--- src/rtl/fsm_mestre_cq_pkg.sv ---
// Shared definitions for the CQ-stage master FSM: state encoding and
// default parameter values. The optional timeout feature is enabled by
// defining FSM_MESTRE_TIMEOUT_EN.
package fsm_mestre_cq_pkg;

   // 3-bit state encoding; the value 7 is unused and recovers to IDLE
   typedef enum logic [2:0] {
      IDLE     = 3'd0,
      SOLICITA = 3'd1,
      LIBERA   = 3'd2,
      AVANCA   = 3'd3,
      DESCARTA = 3'd4,
      FIM      = 3'd5,
      ERRO     = 3'd6
   } estado_t;

   localparam int DESCARTE_CICLOS_DEF = 4;
   localparam int CONT_W_DEF          = 8;
   localparam int TIMEOUT_CICLOS_DEF  = 1000;

endpackage

--- src/rtl/fsm_mestre_cq_contador_saturante.sv ---
// Saturating up-counter: counts i_inc pulses, sticks at all-ones,
// cleared synchronously by reset.
module contador_saturante #(
   parameter int W = 8
) (
   input  logic         clk,
   input  logic         reset,
   input  logic         i_inc,
   output logic [W-1:0] o_valor
);

   logic [W-1:0] r_valor;

   // Increment on request unless already at the maximum value
   always_ff @(posedge clk) begin
      if (reset) begin
         r_valor <= '0;
      end else if (i_inc && (r_valor != {W{1'b1}})) begin
         r_valor <= r_valor + 1'b1;
      end
   end

   assign o_valor = r_valor;

endmodule

--- src/rtl/fsm_mestre_cq.sv ---
// Master-side Moore FSM for the quality-control station: runs the
// request/answer/release handshake with the CQ slave, then pulses the
// forward command or holds the discard actuator. Counts approved and
// rejected bottles. Define FSM_MESTRE_TIMEOUT_EN to add a bounded wait
// in SOLICITA with an ERRO state cleared by limpa_erro.
module fsm_mestre_cq
   import fsm_mestre_cq_pkg::*;
#(
   parameter int DESCARTE_CICLOS = DESCARTE_CICLOS_DEF,
   parameter int CONT_W          = CONT_W_DEF
`ifdef FSM_MESTRE_TIMEOUT_EN
   , parameter int TIMEOUT_CICLOS = TIMEOUT_CICLOS_DEF
`endif
) (
   input  logic              clk,
   input  logic              reset,
   input  logic              inicio_ciclo,
   input  logic              tarefa_concluida,
   input  logic              garrafa_aprovada,
   input  logic              limpa_erro,
   output logic              cmd_verificar,
   output logic              cmd_avancar,
   output logic              cmd_descarte,
   output logic              ciclo_concluido,
   output logic              ocupado,
   output logic [CONT_W-1:0] cont_aprovadas,
   output logic [CONT_W-1:0] cont_reprovadas,
   output logic              erro_timeout
);

   localparam int DESC_W = (DESCARTE_CICLOS > 1) ? $clog2(DESCARTE_CICLOS) : 1;

   estado_t           r_state;
   estado_t           w_state_next;
   logic              r_aprov;
   logic [DESC_W-1:0] r_desc;
   logic [1:0]        w_inc;
   logic [CONT_W-1:0] w_cont [2];

`ifdef FSM_MESTRE_TIMEOUT_EN
   localparam int TO_W = $clog2(TIMEOUT_CICLOS + 1);
   logic [TO_W-1:0] r_to;

   // Timeout counter runs only in SOLICITA, so it is zero on every entry
   always_ff @(posedge clk) begin
      if (reset || (r_state != SOLICITA)) begin
         r_to <= '0;
      end else begin
         r_to <= r_to + 1'b1;
      end
   end
`else
   logic w_unused_limpa;
   assign w_unused_limpa = limpa_erro;
`endif

   // State register
   always_ff @(posedge clk) begin
      if (reset) begin
         r_state <= IDLE;
      end else begin
         r_state <= w_state_next;
      end
   end

   // Next-state logic
   always_comb begin
      w_state_next = r_state;
      case (r_state)
         IDLE:     if (inicio_ciclo) w_state_next = SOLICITA;
         SOLICITA: begin
            if (tarefa_concluida) begin
               w_state_next = LIBERA;
`ifdef FSM_MESTRE_TIMEOUT_EN
            end else if (r_to == TO_W'(TIMEOUT_CICLOS - 1)) begin
               w_state_next = ERRO;
`endif
            end
         end
         // Slave must drop its answer before the outcome is commanded
         LIBERA:   if (!tarefa_concluida) w_state_next = r_aprov ? AVANCA : DESCARTA;
         AVANCA:   w_state_next = FIM;
         DESCARTA: if (r_desc == '0) w_state_next = FIM;
         FIM:      w_state_next = IDLE;
`ifdef FSM_MESTRE_TIMEOUT_EN
         ERRO:     if (limpa_erro) w_state_next = IDLE;
`else
         ERRO:     w_state_next = IDLE;
`endif
         default:  w_state_next = IDLE;
      endcase
   end

   // Capture the slave's decision while it is being presented
   always_ff @(posedge clk) begin
      if (reset) begin
         r_aprov <= 1'b0;
      end else if ((r_state == SOLICITA) && tarefa_concluida) begin
         r_aprov <= garrafa_aprovada;
      end
   end

   // Discard length counter: loaded on entry, counts down to zero
   always_ff @(posedge clk) begin
      if (reset) begin
         r_desc <= '0;
      end else if ((r_state == LIBERA) && (w_state_next == DESCARTA)) begin
         r_desc <= DESC_W'(DESCARTE_CICLOS - 1);
      end else if ((r_state == DESCARTA) && (r_desc != '0)) begin
         r_desc <= r_desc - 1'b1;
      end
   end

   // Outputs decoded from the state register only
   always_comb begin
      cmd_verificar   = 1'b0;
      cmd_avancar     = 1'b0;
      cmd_descarte    = 1'b0;
      ciclo_concluido = 1'b0;
      erro_timeout    = 1'b0;
      ocupado         = (r_state != IDLE);
      case (r_state)
         SOLICITA: cmd_verificar   = 1'b1;
         AVANCA:   cmd_avancar     = 1'b1;
         DESCARTA: cmd_descarte    = 1'b1;
         FIM:      ciclo_concluido = 1'b1;
`ifdef FSM_MESTRE_TIMEOUT_EN
         ERRO:     erro_timeout    = 1'b1;
`endif
         default:  ;
      endcase
   end

   // Counters bump on the edge that leaves LIBERA: index 0 approved, 1 rejected
   assign w_inc[0] = (r_state == LIBERA) && !tarefa_concluida &&  r_aprov;
   assign w_inc[1] = (r_state == LIBERA) && !tarefa_concluida && !r_aprov;

   generate
      for (genvar gi = 0; gi < 2; gi++) begin : g_cont
         contador_saturante #(.W(CONT_W)) u_cont (
            .clk     (clk),
            .reset   (reset),
            .i_inc   (w_inc[gi]),
            .o_valor (w_cont[gi])
         );
      end
   endgenerate

   assign cont_aprovadas  = w_cont[0];
   assign cont_reprovadas = w_cont[1];

endmodule

--- config.mk ---
export PLATFORM = sky130hd
export DESIGN_NAME = fsm_mestre_cq
export DESIGN_NICKNAME = d
export VERILOG_FILES = /design/src/rtl/fsm_mestre_cq_pkg.sv /design/src/rtl/fsm_mestre_cq_contador_saturante.sv /design/src/rtl/fsm_mestre_cq.sv
export SDC_FILE = /design/constraint.sdc
export NUM_CORES = 1
export LEC_CHECK = 0
export ABC_AREA = 1
export CAP_MARGIN = 20
export CORE_MARGIN = 8
export CORE_UTILIZATION = 35
export DETAILED_ROUTE_END_ITERATION = 10
export GPL_TIMING_DRIVEN = 0
export SKIP_LAST_GASP = 1
export SYNTH_ARGS = -nofsm -noshare
export SYNTH_HDL_FRONTEND = slang
export SYNTH_SLANG_ARGS = --single-unit
--- constraint.sdc ---
create_clock -name clk -period 1.1 [get_ports clk]
set_input_delay 0.22 -clock clk [delete_from_list [all_inputs] [get_ports clk]]
set_output_delay 0.22 -clock clk [all_outputs]
set_load 0.02 [all_outputs]
# Word-level counts from Yosys, hierarchy flattened
# Cells that the tools add are included.
[totals]
ff_bits = 22
word_cells = 43
[op_classes]
eq_ne = 8
n_addsub = 3
n_reduce_logical = 15
n_mux = 12
[ops]
columns = ["operator", "n"]
rows = [
  ["8-bit by 1-bit adder with 8-bit output, second input constant", 2],
  ["8-bit != test, second input constant", 2],
  ["3-bit two-way mux", 5],
  ["3-bit one-hot mux with 5 select lines", 1],
  ["3-bit equality test, second input constant", 3],
  ["1-bit logical AND", 8],
  ["3-bit by 2-bit equality test with 1-bit output, second input constant", 2],
  ["1-bit two-way mux", 4],
  ["2-bit two-way mux", 2],
  ["2-bit nonzero test", 2],
  ["3-bit by 1-bit equality test with 1-bit output, second input constant", 1],
  ["3-bit logical NOT", 1],
  ["3-bit nonzero test", 1],
  ["1-bit logical NOT", 2],
  ["2-bit logical NOT", 1],
  ["2-bit by 1-bit subtractor with 2-bit output, second input constant", 1],
]

# Depth between registers and ports, before layout
[depth]
word_depth = 6
mapped_depth = 8
depth_no_buf = 8

# Cells and area by module
# A second synthesis with hierarchy kept.
[hier_totals]
cells_unflattened = 213
area_unflattened_um2 = 1361.3
[modules_own_cells]
columns = ["module", "area_each_um2", "cells_each", "instances"]
rows = [
  ["contador_saturante", 484.2, 77, 2],
  ["fsm_mestre_cq", 392.9, 59, 1],
]

# Worst setup path after synthesis
# No wires, ideal clock.
[synth_path]
path_type = "reg-to-reg"
start = "register r_state[0]"
end = "register r_aprov"
setup_time_ns = 0.120
required_ns = 0.980
period_less_slack_ns = 1.470
stages_incl_launch_ff = 6
setup_slack_ns = -0.370
n_path_buf = 0
arrival_ns = 1.350
cell_sequence = "dfxtp_1 -> inv_1 -> nor3_1 -> nand2_1 -> o21ai_0 -> a21oi_1"
[synth_via]
elab_chain_cells = 2
[synth_rtl]
columns = ["item", "line_no", "rtl"]
rows = [
  ["start: declaration", "fsm_mestre_cq.sv:33", "estado_t r_state;"],
  ["start signal: assignment", "fsm_mestre_cq.sv:62", "r_state <= w_state_next;"],
  ["3-bit by 1-bit equality test with 1-bit output", "fsm_mestre_cq.sv:98", "end else if ((r_state == SOLICITA) && tarefa_concluida) begin"],
  ["1-bit logical AND", "fsm_mestre_cq.sv:98", ""],
  ["end signal: assignment", "fsm_mestre_cq.sv:99", "r_aprov <= garrafa_aprovada;"],
  ["end: declaration", "fsm_mestre_cq.sv:35", "logic r_aprov;"],
]
# No other way between the ends.
# A chain may end at the register's enable or synchronous reset.

# Worst setup path in the final report
[layout_path]
start = "register r_state[0]"
end = "output cmd_descarte"
[layout_via]
elab_chain_cells = 2
[layout_rtl]
columns = ["item", "line_no", "rtl"]
rows = [
  ["3-bit equality test", "fsm_mestre_cq.sv:122", "case (r_state)"],
  ["1-bit two-way mux", "fsm_mestre_cq.sv:122", ""],
  ["end: declaration", "fsm_mestre_cq.sv:23", "output logic cmd_descarte,"],
]
# No other way between the ends.

==> run metrics <==
status complete, but fails checks; failing checks setup timing; Max Clk Rate roughly 0.76 GHz; Worst-Margin Slew between 0.6 and 0.7 ns; grt total ovfl 0; MaxCap Viol Count 0; min-delay src reset; Die Area 5820 µm²; crit end category output pin; placed cells 271; gpl congestion about 0.80; drt pass-1 iters 4; total CTS buffers 3; first-pass GRT wire length 5550 µm; pin count of the biggest net entering global routing 13; critical path's largest stage delay approximately 0.4 ns; vias in the first global route ~1200; RSZ-0062 raised after global routing yes; WL final about 3400 µm; Final Worst Setup Slack -0.216 ns; min cycle time layout between 1 and 1.5 ns; initial antenna violation count 0; n_diodes 0; syn avg cell area about 6.4 µm²; PortBufs 24; layout cell share with drive strength beyond 1 46.9%; Placement Setup Slack -0.568 ns; synth warn 0; P_leak around 0.84 nW; Final Cycle Share 120%; setup violators final 25; Synth cell types 24; root buf cell clkbuf_4; EDFF count, synth 0; Core Area 3580 µm²; Seq pwr share 53.0%; Critical Path RT roughly 0.88 ns; Crit Path Class reg2out; clock buffer depth 2; power per standard cell area around 750 nW/µm²; sw frac 28.2%; Combinational Power Share about 17%; Slowest cell on crit path dfxtp_4; crit-path max FO 4; TritonCTS Sinks 22; area of the multi-input gates 925 µm²; die height between 70 and 80 µm; Clock Skews between 0.007 and 0.008 ns; Yosys top cell by area dfxtp_1; fillers 364; Worst R2R Start r_state[2]; final number of hold-violating endpoints 0; total power 1.53 mW; Clock Latency Late Sink about 0.31 ns; delay-heaviest family, CP flip-flops; row cnt 22; synthesized area between 1000 and 1500 µm²; Initial Util 35.5%; Final ANT Viol Nets 0; cells after synthesis between 150 and 200; critical path buffer and inverter count 2; max-slew violation count 0; crit-path cells nor2_4, nand2_2, inv_2, buf_6; Die X roughly 76 µm; Worst VDD drop roughly 0.76 mV; Critical Path AT approximately 1.1 ns; area delta synth->final 60.7%; cts hold-fix bufs 0; CTS tree built; CTS H-tree depth 1; via count 1388; Tot GR Track Use between 10 and 15%; sequential area share after synthesis approximately a third; Reg clk slew, reported paths between 0.1 and 0.15 ns; fraction of registers with async set or reset after synthesis 0%; register bit count reported by yosys 22; top cell type's share of synthesized area approximately a third; Non-Filler Instances approximately 290; post-DP HPWL 2250 µm; Ports 28; HP Class in2reg; TNS Setup -3.33 ns; FF/Latch Area between 500 and 600 µm²; Sw Pwr ~0.43 mW; post-DR vias/cell approximately 4.7; Post-Place Cell Area between 1500 and 2000 µm²; slew margin rel. 57.5%; WL per Instance between 10 and 15 µm; Area contributors post-synth dfxtp_1 (35%), nand2_1 (20%), inv_1 (6.8%); fin area between 2000 and 2500 µm²; DRC viols 0; crit start category register; top_reg_cell synth dfxtp_1; Starting DRT DRC Count 46; Clock power frac about 30%; cell-internal power ~1.1 mW; crit path from r_state[0]; post-synth net total 208; post-layout net count 255
==> area by class of cell <==
| class | instances | area share, % |
|---|---|---|
| multi-input combinational | 150 | 45.3 |
| sequential | 22 | 24.9 |
| timing repair buffer | 42 | 19.4 |
| inverter | 24 | 5.02 |
| tap | 48 | 2.94 |
| clock buffer | 4 | 1.78 |
| buffer | 3 | 0.735 |
==> worst reg2reg max path, stage by stage (launching register included) <==
cell and delay, ns:
dfxtp_4 0.40, nor2_4 0.15, nand2_4 0.08, nor2_4 0.20, nand2_8 0.12, inv_8 0.08, nand2_2 0.05, a21oi_2 0.12
==> synth_stat cells, drive strengths merged, types with 2 or more instances <==
cell / n
nand2: 70
nor2: 28
inv: 23
dfxtp: 22
a21oi: 15
nand3: 14
o21ai: 7
ha: 3
nor3: 3
xor2: 3
clkbuf: 2
nand4: 2
==> registers in the layout, summed over array words and instances, names as in the netlist <==
register	cells
g_cont.u_cont.o_valor	16
r_aprov	1
r_desc	2
r_state	3
==> worst paths after layout <==
kind	endpoint	depth (start not counted)	slack, ns
setup / recovery	cmd_descarte	4	-0.22
hold / removal	g_cont[0].u_cont.o_valor[7]	2	0.27
setup reg to reg	g_cont[0].u_cont.o_valor[4]	7	-0.17
hold reg to reg	r_desc[0]	2	0.47
==> placed cells by master, fill, tap and decap left out, drive strengths merged <==
cell type      instances
a21oi                 15
a31oi                  1
buf                   40
clkbuf                 6
clkdlybuf4s50          2
conb                   1
dfxtp                 22
dlygate4sd2            1
ha                     3
inv                   24
nand2                 70
nand3                 14
nand3b                 1
nand4                  2
nor2                  28
nor3                   3
o211ai                 1
o21ai                  7
xnor2                  1
xor2                   3
==> routing by layer <==
metal	track usage (%)	vias up	routed length (µm)
li1	-	725	-
met1	13.1	635	1440
met2	19.3	24	1730
met3	4.13	4	171
met4	1.73	0	33
met5	0	-	0
==> repair_timing <==
item,CTS,global route
resized for setup,137,54
setup buffers,8,11
setup endpoints to repair,40,43
pin swaps,5,25
==> power groups by stage <==
stage | clock network, mW | logic [mW] | registers, mW
CTS | 0.479 | 0.219 | 0.809
detailed placement | 0 | 0.191 | 0.844
finish | 0.458 | 0.259 | 0.809
global route | 0.525 | 0.283 | 0.813
global placement | 0 | 0.191 | 0.845
floorplan | 0 | 0.122 | 0.844
==> metrics by stage <==
| step | hold WS (ns) | util [%] |
|---|---|---|
| floorplan | 0.398 | - |
| global placement | 0.453 | 46.4 |
| detailed placement | 0.457 | 46.4 |
| CTS | 0.266 | 49.9 |
| global route | 0.277 | 57.1 |
| finish | 0.272 | 57.1 |
==> cells by family after synthesis <==
kind of cell | synth area share (%)
AO/OA/AOI/OAI | 9.74
buffers and inverters | 8.66
other | 0.295
XOR/XNOR | 2.76
AND/OR/NAND/NOR | 40.9
adder cells (fa/ha/maj) | 2.95
flip-flops | 34.6
Note: power is estimated with default switching activity, not from simulation.
